File: src/rtl/dm_resp_pkg.sv
// rtl/dm_resp_pkg.sv - shared encodings and helpers for the data-memory responder
package dm_resp_pkg;

    // Access size / extension encodings carried on dm_type
    typedef enum logic [2:0] {
        dm_word              = 3'b000,
        dm_halfword          = 3'b001,
        dm_halfword_unsigned = 3'b010,
        dm_byte              = 3'b011,
        dm_byte_unsigned     = 3'b100
    } dm_type_e;

    // Responder FSM states
    typedef enum logic [1:0] {
        IDLE   = 2'd0,
        WAIT   = 2'd1,
        ACCESS = 2'd2,
        RESP   = 2'd3
    } state_e;

    // Unknown dm_type values behave as word accesses, so they share the word rule
    function automatic logic dm_misaligned(input logic [2:0] dm_type, input logic [1:0] offset);
        logic mis;
        case (dm_type)
            dm_halfword, dm_halfword_unsigned: mis = offset[0];
            dm_byte, dm_byte_unsigned:         mis = 1'b0;
            default:                           mis = (offset != 2'b00);
        endcase
        return mis;
    endfunction

endpackage

File: src/rtl/dm_resp_if.sv
// rtl/dm_resp_if.sv - CPU data-port bundle between requester and memory responder
interface dm_resp_if;
    logic        req;
    logic        we;
    logic [31:0] addr;
    logic [2:0]  dm_type;
    logic [31:0] wdata;
    logic [31:0] rdata;
    logic        ack;
    logic        err;

    modport master (
        output req, we, addr, dm_type, wdata,
        input  rdata, ack, err
    );

    modport slave (
        input  req, we, addr, dm_type, wdata,
        output rdata, ack, err
    );
endinterface

File: src/rtl/dm_lane.sv
// rtl/dm_lane.sv - combinational byte-lane merge (store) and extract/extend (load)
module dm_lane
    import dm_resp_pkg::*;
(
    input  logic [31:0] word_in,
    input  logic [31:0] store_data,
    input  logic [2:0]  dm_type,
    input  logic [1:0]  offset,
    output logic [31:0] merged,
    output logic [31:0] load_data
);

    logic [7:0]  byte_sel;
    logic [15:0] half_sel;
    logic [4:0]  byte_shift;
    logic [4:0]  half_shift;

    assign byte_shift = {offset, 3'b000};
    assign half_shift = {offset[1], 4'b0000};

    // Select lanes by offset; unknown types fall through to full-word behaviour
    always_comb begin
        merged    = word_in;
        load_data = word_in;
        byte_sel  = word_in[byte_shift +: 8];
        half_sel  = word_in[half_shift +: 16];
        case (dm_type)
            dm_byte, dm_byte_unsigned: begin
                merged[byte_shift +: 8] = store_data[7:0];
                if (dm_type == dm_byte) begin
                    load_data = {{24{byte_sel[7]}}, byte_sel};
                end else begin
                    load_data = {24'b0, byte_sel};
                end
            end
            dm_halfword, dm_halfword_unsigned: begin
                merged[half_shift +: 16] = store_data[15:0];
                if (dm_type == dm_halfword) begin
                    load_data = {{16{half_sel[15]}}, half_sel};
                end else begin
                    load_data = {16'b0, half_sel};
                end
            end
            default: begin
                merged    = store_data;
                load_data = word_in;
            end
        endcase
    end

endmodule

File: src/rtl/dm_resp.sv
// rtl/dm_resp.sv - multi-cycle data-memory responder with wait states and lane logic
module dm_resp
    import dm_resp_pkg::*;
#(
    parameter int ADDR_WIDTH  = 7,
    parameter int WAIT_CYCLES = 2
) (
    input  logic      clk,
    input  logic      reset,
    dm_resp_if.slave  bus
);

    localparam int DEPTH = 2 ** ADDR_WIDTH;
    localparam logic [3:0] WAIT_INIT = 4'((WAIT_CYCLES > 0) ? (WAIT_CYCLES - 1) : 0);

    state_e                  state_q,   state_d;
    logic [3:0]              cnt_q,     cnt_d;
    logic                    we_q,      we_d;
    logic [ADDR_WIDTH+1:0]   addr_q,    addr_d;
    logic [2:0]              dm_type_q, dm_type_d;
    logic [31:0]             wdata_q,   wdata_d;
    logic                    err_q,     err_d;
    logic [31:0]             rdata_q,   rdata_d;

    logic [31:0]             mem_q [DEPTH];
    logic [ADDR_WIDTH-1:0]   word_idx;
    logic [31:0]             merged;
    logic [31:0]             load_data;
    logic                    req_misaligned;
    logic                    mem_we;
    logic                    unused_addr_hi;

    // Address bits above the word index are ignored so accesses wrap modulo depth
    assign unused_addr_hi = ^bus.addr[31:ADDR_WIDTH+2];

    assign word_idx       = addr_q[ADDR_WIDTH+1:2];
    assign req_misaligned = dm_misaligned(bus.dm_type, bus.addr[1:0]);
    assign mem_we         = (state_q == ACCESS) && we_q;

    dm_lane u_lane (
        .word_in    (mem_q[word_idx]),
        .store_data (wdata_q),
        .dm_type    (dm_type_q),
        .offset     (addr_q[1:0]),
        .merged     (merged),
        .load_data  (load_data)
    );

    // Next-state logic: latch request in IDLE, count wait states, access once, respond once
    always_comb begin
        state_d   = state_q;
        cnt_d     = cnt_q;
        we_d      = we_q;
        addr_d    = addr_q;
        dm_type_d = dm_type_q;
        wdata_d   = wdata_q;
        err_d     = err_q;
        rdata_d   = rdata_q;
        case (state_q)
            IDLE: begin
                if (bus.req) begin
                    we_d      = bus.we;
                    addr_d    = bus.addr[ADDR_WIDTH+1:0];
                    dm_type_d = bus.dm_type;
                    wdata_d   = bus.wdata;
                    err_d     = req_misaligned;
                    if (req_misaligned) begin
                        rdata_d = '0;
                        state_d = RESP;
                    end else if (WAIT_CYCLES == 0) begin
                        state_d = ACCESS;
                    end else begin
                        cnt_d   = WAIT_INIT;
                        state_d = WAIT;
                    end
                end
            end
            WAIT: begin
                if (cnt_q == 4'd0) begin
                    state_d = ACCESS;
                end else begin
                    cnt_d = cnt_q - 4'd1;
                end
            end
            ACCESS: begin
                // Stores leave rdata untouched; only loads refresh it
                if (!we_q) begin
                    rdata_d = load_data;
                end
                state_d = RESP;
            end
            RESP: begin
                state_d = IDLE;
            end
            default: begin
                state_d = IDLE;
            end
        endcase
    end

    // Control and response registers, cleared asynchronously
    always_ff @(posedge clk or posedge reset) begin
        if (reset) begin
            state_q   <= IDLE;
            cnt_q     <= 4'd0;
            we_q      <= 1'b0;
            addr_q    <= '0;
            dm_type_q <= 3'b000;
            wdata_q   <= 32'b0;
            err_q     <= 1'b0;
            rdata_q   <= 32'b0;
        end else begin
            state_q   <= state_d;
            cnt_q     <= cnt_d;
            we_q      <= we_d;
            addr_q    <= addr_d;
            dm_type_q <= dm_type_d;
            wdata_q   <= wdata_d;
            err_q     <= err_d;
            rdata_q   <= rdata_d;
        end
    end

    // Storage is never cleared; a reset forces IDLE so an abandoned store never commits
    always_ff @(posedge clk) begin
        if (mem_we) begin
            mem_q[word_idx] <= merged;
        end
    end

    assign bus.ack   = (state_q == RESP);
    assign bus.err   = err_q && (state_q == RESP);
    assign bus.rdata = rdata_q;

endmodule

File: src/flat_wrapper.sv
// flat-port wrapper written by rule: the top's interface ports become plain ports
module dm_resp_flat import dm_resp_pkg::*;
#(
    parameter int ADDR_WIDTH  = 7,
    parameter int WAIT_CYCLES = 2
)
  (clk, reset, bus_req, bus_we, bus_addr, bus_dm_type, bus_wdata, bus_rdata, bus_ack, bus_err);
  dm_resp_if bus_i ();
  input  logic clk;
  input  logic reset;
  input wire logic [$bits(bus_i.req)-1:0] bus_req;
  input wire logic [$bits(bus_i.we)-1:0] bus_we;
  input wire logic [$bits(bus_i.addr)-1:0] bus_addr;
  input wire logic [$bits(bus_i.dm_type)-1:0] bus_dm_type;
  input wire logic [$bits(bus_i.wdata)-1:0] bus_wdata;
  output wire logic [$bits(bus_i.rdata)-1:0] bus_rdata;
  output wire logic [$bits(bus_i.ack)-1:0] bus_ack;
  output wire logic [$bits(bus_i.err)-1:0] bus_err;
  assign bus_i.req = bus_req;
  assign bus_i.we = bus_we;
  assign bus_i.addr = bus_addr;
  assign bus_i.dm_type = bus_dm_type;
  assign bus_i.wdata = bus_wdata;
  assign bus_rdata = bus_i.rdata;
  assign bus_ack = bus_i.ack;
  assign bus_err = bus_i.err;
  dm_resp #(.ADDR_WIDTH(ADDR_WIDTH), .WAIT_CYCLES(WAIT_CYCLES)) u_core (.clk(clk), .reset(reset), .bus(bus_i));
endmodule
File: config.mk
export PLATFORM = sky130hd
export DESIGN_NAME = dm_resp_flat
export DESIGN_NICKNAME = d
export VERILOG_FILES = /design/src/rtl/dm_resp_pkg.sv /design/src/rtl/dm_resp_if.sv /design/src/rtl/dm_lane.sv /design/src/rtl/dm_resp.sv /design/src/flat_wrapper.sv
export SDC_FILE = /design/constraint.sdc
export NUM_CORES = 2
export LEC_CHECK = 0
export BUFFER_PORTS_ARGS = -buffer_cell sky130_fd_sc_hd__buf_4
export CAP_MARGIN = 30
export CORE_MARGIN = 2
export CORE_UTILIZATION = 43
export CTS_CLUSTER_SIZE = 30
export DETAILED_ROUTE_END_ITERATION = 8
export HOLD_SLACK_MARGIN = 0.03
export SLEW_MARGIN = 10
export SYNTH_ARGS = -nofsm -noshare
export SYNTH_HDL_FRONTEND = slang
export SYNTH_SLANG_ARGS = --single-unit
File: constraint.sdc
create_clock -name clk -period 8.3 [get_ports clk]
set_clock_uncertainty 0.05 [all_clocks]
set_input_delay 1.66 -clock clk [delete_from_list [all_inputs] [get_ports clk]]
set_output_delay 1.66 -clock clk [all_outputs]
set_load 0.02 [all_outputs]
### After elaboration in Yosys (flattened, before gate mapping)

Memory sizes are Yosys's and may differ from the RTL's.
Cells that the tools add are included.

* add/subtract/negate cells: 3
* eq/ne operators: 17
* shift operators: 6
* muxes and demuxes: 21
* reductions and logical operators: 15

Operator list (number)
* 32-bit one-hot mux with 2 select lines: 3
* 32-bit 2-to-1 mux: 5
* 32-bit bitwise mux: 2
* 16-bit by 7-bit variable shift with 32-bit output, first input constant: 1
* 8-bit by 7-bit variable shift with 32-bit output, first input constant: 1
* 16-bit by 7-bit indexed part select with 32-bit output: 1
* 32-bit by 6-bit indexed part select with 16-bit output: 1
* 32-bit by 6-bit indexed part select with 8-bit output: 1
* 8-bit by 7-bit indexed part select with 32-bit output: 1
* 5-bit negator with 7-bit output: 2
* 3-bit by 2-bit equality test with 1-bit output, second input constant: 4
* 4-bit 2-to-1 mux: 3
* 2-bit != test, second input constant: 4
* 2-bit one-hot mux with 4 select lines: 1
* 4-bit one-hot mux with 2 select lines: 1
* 4-bit AND reduction: 2
* 2-bit OR reduction: 4
* 3-bit by 1-bit equality test with 1-bit output, second input constant: 2
* 3-bit equality test, second input constant: 2
* 2-bit 2-to-1 mux: 3
* 2-bit nonzero test: 3
* 2-bit equality test, second input constant: 2
* 4-bit zero test: 1
* 2-bit by 1-bit != test with 1-bit output, second input constant: 2
* 7 further kinds: 10

* bits in registers: 84
* bits in writable memories: 4096
* logic and storage cells: 71
* memories: 1

Memories
* u_core.mem_q: depth 128, width 32, rd ports 1, clocked after Yosys merged registers in 0, wr ports 1, RTL line dm_resp.sv:25 `logic [31:0] mem_q [DEPTH];`

### Longest topological paths before layout

* word-level depth: 6
* gate-level depth with buffers: 18

### By module

A second synthesis with hierarchy kept.

* cells, all modules: 6515
* area, all modules: 160805.5 µm²

By module, submodules not included
* dm_resp: instances 1, cells each 6256, area each 159020.0 µm², seq. area each 125100.0 µm²
* dm_lane: instances 1, cells each 259, area each 1785.5 µm², seq. area each 0.0 µm²

### Worst setup path after synthesis

Ideal clock, no wire load.

* path kind: flip-flop to flip-flop
* start point: reg u_core.addr_q[2]
* end point: mem u_core.mem_q[0][4] (data pin)
* arrival: 7.857 ns
* data required time: 7.052 ns
* setup slack: -0.805 ns
* stages on the path, launching flop included: 16
* buffers on the path: 8
* period minus slack after synthesis: 9.105 ns
* cell sequence: dfrtp_1 > buf_4 > buf_6 > buf_6 > buf_6 > nor3b_2 > buf_2 > buf_2 > buf_2 > buf_1 > a22oi_1 > a41oi_1 > nor3_1 > o2111ai_1 > a22oi_1 > o21ai_0

* cells in the longest elaborated chain, start to end: 3
* elaborated cells between the ends (all ways): 4
* those cells by class: 3 x mux; 1 x memory

Ends and longest elaborated chain
* start, declared: RTL line dm_resp.sv:19 `logic [ADDR_WIDTH+1:0] addr_q, addr_d;`
* start signal, assigned: RTL line dm_resp.sv:116 `addr_q <= addr_d;`
* memory 128 x 32 bit (*)
* 32-bit bitwise mux (on tied branches): RTL line dm_lane.sv:37, dm_lane.sv:29
* 32-bit one-hot mux with 2 select lines (*): RTL line dm_lane.sv:27 `case (dm_type)`
* via u_core.merged[4]: RTL line dm_resp.sv:27 `logic [31:0] merged;`
* end, declared: RTL line dm_resp.sv:25

Mark *: on every way through the listed nets, which the timed path passes. The rest lies on a longest branch.

### Worst setup path in the final report

* start point: reg u_core.addr_q[4]
* end point: mem u_core.mem_q[24][19] (data pin)

The elaborated chain is that of the path after synthesis.

==> results by group <==
Synthesis
  • Main synth FF type: edfxtp_1
  • Synth cell types: 88
  • Top post-synthesis cells by area: edfxtp_1 (76%), mux4_2 (4.2%), mux2i_1 (2.6%)
  • Post-synth EDFFs: 4,096
  • Post-Syn Area: 161,500 sq um
  • Syn Inst Count: 8,709
  • Post-synth top area share: 0.7617
  • Synth area leader: edfxtp_1
  • Post-Syn Area per Cell: 18.54 sq um
  • Syn_nets: 8,791
  • Flops & latches, synth: 4,180
  • Syn. warnings: 0
  • Async SR Flop Fraction: 0.02010
  • Seq/Total Area, Yosys: 0.7747

Final layout
  • Area of the multi-input gates: 35,070 sq um
  • Final Cell Area: 186,100 sq um
  • Share of post-route cells with drive strength above 1: 0.2248
  • FILL cells: 30.05k
  • Fin nets: 9,259
  • FF/Latch Area: 125,100 sq um
  • Layout Area Growth over Synthesis: 15.24%

Setup path
  • CP endpoint kind: flop
  • CP required: 8.74 ns
  • Worst r2r path cells: 12
  • Critical path type: reg2reg
  • Worst path arrival time: 7.81 ns
  • CP Launch Type: flop
  • Crit Reg-Reg Endpoint: u_core.mem_q[24][19]
  • Reg2Reg Setup Slack: 0.92 ns
  • RR Startpoint: u_core.addr_q[4]
  • Crit Path Max Fanout: 128

Timing
  • Final Slew Violations: 0
  • Crit path time final: 7.375 ns
  • Post-route clock period utilization: 0.8886
  • Endpoints failing hold: 0
  • Worst-margin pin slew: 1.272 ns
  • FMAX: 135.6 MHz
  • Setup_tns: 0 ns
  • RSZ-0062 raised after global routing: false
  • Slew HR: 0.1523
  • Final setup viols: 0

Clocking
  • Reg clk slew, reported paths: 0.06 ns
  • CTS tree: yes
  • CTS Buffer Depth: 4
  • Hold-fix buffers, CTS: 0
  • Clock Tree Root: clkbuf_16
  • H-Tree Depth: 5
  • Sink Count: 4,180
  • Post-CTS sizing: 0
  • Number of setup buffers added after CTS: 0
  • Num CTS Buffers: 420
  • Clk Latency, worst-skew pair: 1.02 ns

Floorplan
  • Initial core utilization: 0.4309
  • Die width: 616.8 um
  • Die area: 380,400 sq um
  • Rows: 225
  • Die Height: 616.8 um
  • Top Ports: 105
  • Total core area: 374,700 sq um

Pwr
  • Leak Pwr: 59.26 nW
  • Maximum vdd ir drop: 0.8961 mV
  • PwrDens: 482.4 nW/um^2

Route
  • DRT antenna net count: 0
  • Vias: 97.23k
  • Drt first-iter violations: 18.02k
  • Wirelength per Cell: 40.98 um
  • DRC: 0
  • Vias/cell: 6.678
  • WL final: 596.7 mm
  • Initial DRT Pass Iterations: 9

Place
  • IO Port Bufs: 81
  • Area post-placement: 172,300 sq um
  • Gpl congestion: 0.9656
  • Hpwl dp: 360.2 mm

Hold path
  • Worst Hold Class: reg2reg
  • Min-Delay Endpoint: u_core.err_q
  • Worst hold start: u_core.err_q
  • Worst hold path depth: 1

GRT
  • First-pass GRT wire length: 796.9 mm
  • Vias in the first global route: 90.82k
  • GRT overflow: 0
  • Largest net degree at the start of global routing: 129
  • All-Layer GR Usage: 0.3062
  • Antenna violations before repair: 55

Outcome
  • Status: completed

Flow run
  • Max-cap violations: 0
[cells by family (layout without fill, tap and decap cells)]
kind of cell             Yosys count  count (layout)  share of synthesized area
XOR/XNOR                           2               2                  0.0001085
buffers and inverters            627            1445                    0.01843
AO/OA/AOI/OAI                   1934            1934                    0.08896
flip-flops                      4180            4180                     0.7747
AND/OR/NAND/NOR                  891             891                    0.02500
multiplexers                    1063            1063                    0.09185
adder cells (fa/ha/maj)           12              12                  0.0009143
other                              0              40                          0
[cells in the final DEF, fill, tap and decap left out, drive strengths merged, types with 125 or more instances in the layout]
cell       n
a21oi    233
a22oi    449
nor2     357
mux4     300
o22ai    125
o21ai    219
mux2     350
nand2    285
buf      634
a221oi   360
mux2i    413
edfxtp  4096
clkbuf   522
clkinv   193
[worst max-delay path: stages, from the launching register on]
cell       delay [ns]
dfrtp_4          1.04
buf_12           0.37
and3b_4          0.48
buf_4            0.38
a22o_1           0.23
o31ai_1          0.93
o2111ai_1        0.50
a2111oi_0        0.85
and4b_1          0.74
o21ai_0          0.16
a22oi_1          0.38
o21ai_4          0.12
buf_12           0.25
[metrics by stage]
stage               setup slack [ns]  hold WS (ns)  std cells  power (mW)    util
CTS                            1.608        0.4263      14497       88.16  0.4956
detailed placement             1.659        0.4131      13725       69.61  0.4597
floorplan                    -0.6703        0.3920       8709       51.32       -
global route                   1.318        0.4420      14531       90.60  0.4964
finish                        0.9247        0.4214      14561       89.76  0.4966
global placement               1.615        0.4055      13692       68.49  0.4587
[cells in the mapped netlist, types with 25 or more instances]
cell type,instances
a21oi_1,233
a221o_1,84
a221oi_1,360
a222oi_1,27
a22o_1,70
a22oi_1,449
a31oi_1,34
buf_1,71
buf_2,203
buf_4,62
clkbuf_1,243
dfrtp_1,84
edfxtp_1,4096
inv_1,25
mux2_2,350
mux2i_1,413
mux4_2,300
nand2_1,285
nand3_1,47
nand4_1,34
nor2_1,357
nor3_1,27
o211ai_1,42
o21ai_0,212
o221ai_1,43
o22ai_1,125
o2bb2ai_1,55
[power by group]
part           switching, mW  internal (mW)
sequential             0.581           32.8
combinational           28.9           8.63
clock                   8.18           10.7
[flip-flops by register name (all words and copies together), names as in the netlist]
name and cells:
u_core.err_q 1, u_core.bus.rdata 32, u_core.mem_q 4096, u_core.wdata_q 32, u_core.dm_type_q 3, u_core.cnt_q 4, u_core.addr_q 9, u_core.state_q 2
u_core.we_q 1
[cell type report]
class	count	share of cell area
Sequential cell	4180	0.6724
Tap cell	4994	0.03358
Timing Repair Buffer	643	0.03208
Multi-Input combinational cell	3902	0.1885
Inverter	30	0.0007262
Clock inverter	257	0.01259
Antenna cell	40	0.0005379
Clock buffer	515	0.05963
[routing by layer]
metal  share of wire  global-route usage  vias to the layer above  routed length (um)
li1                -                   -                    37252                   -
met5         0.00037                   0                        -                 218
met1            0.36              0.3959                    50681              212100
met4           0.076              0.1948                       22               45290
met3            0.13             0.09541                     1526               80130
met2            0.43              0.4491                     7753              259000
[worst max path at each step]
stage | startpoint | endpoint | slack (ns) | cells after the start
final | u_core.addr_q[4] | u_core.mem_q[24][19] | 0.92 | 12
after global routing | u_core.addr_q[4] | u_core.mem_q[25][19] | 1.32 | 13
after CTS | u_core.addr_q[4] | u_core.mem_q[2][12] | 1.61 | 12
after detailed placement | u_core.addr_q[4] | u_core.mem_q[16][12] | 1.66 | 12
after global placement | u_core.addr_q[4] | u_core.mem_q[20][12] | 1.61 | 12
after floorplan | u_core.addr_q[4] | u_core.mem_q[0][5] | -0.67 | 13
No activity file was read; power rests on OpenSTA's default activity.
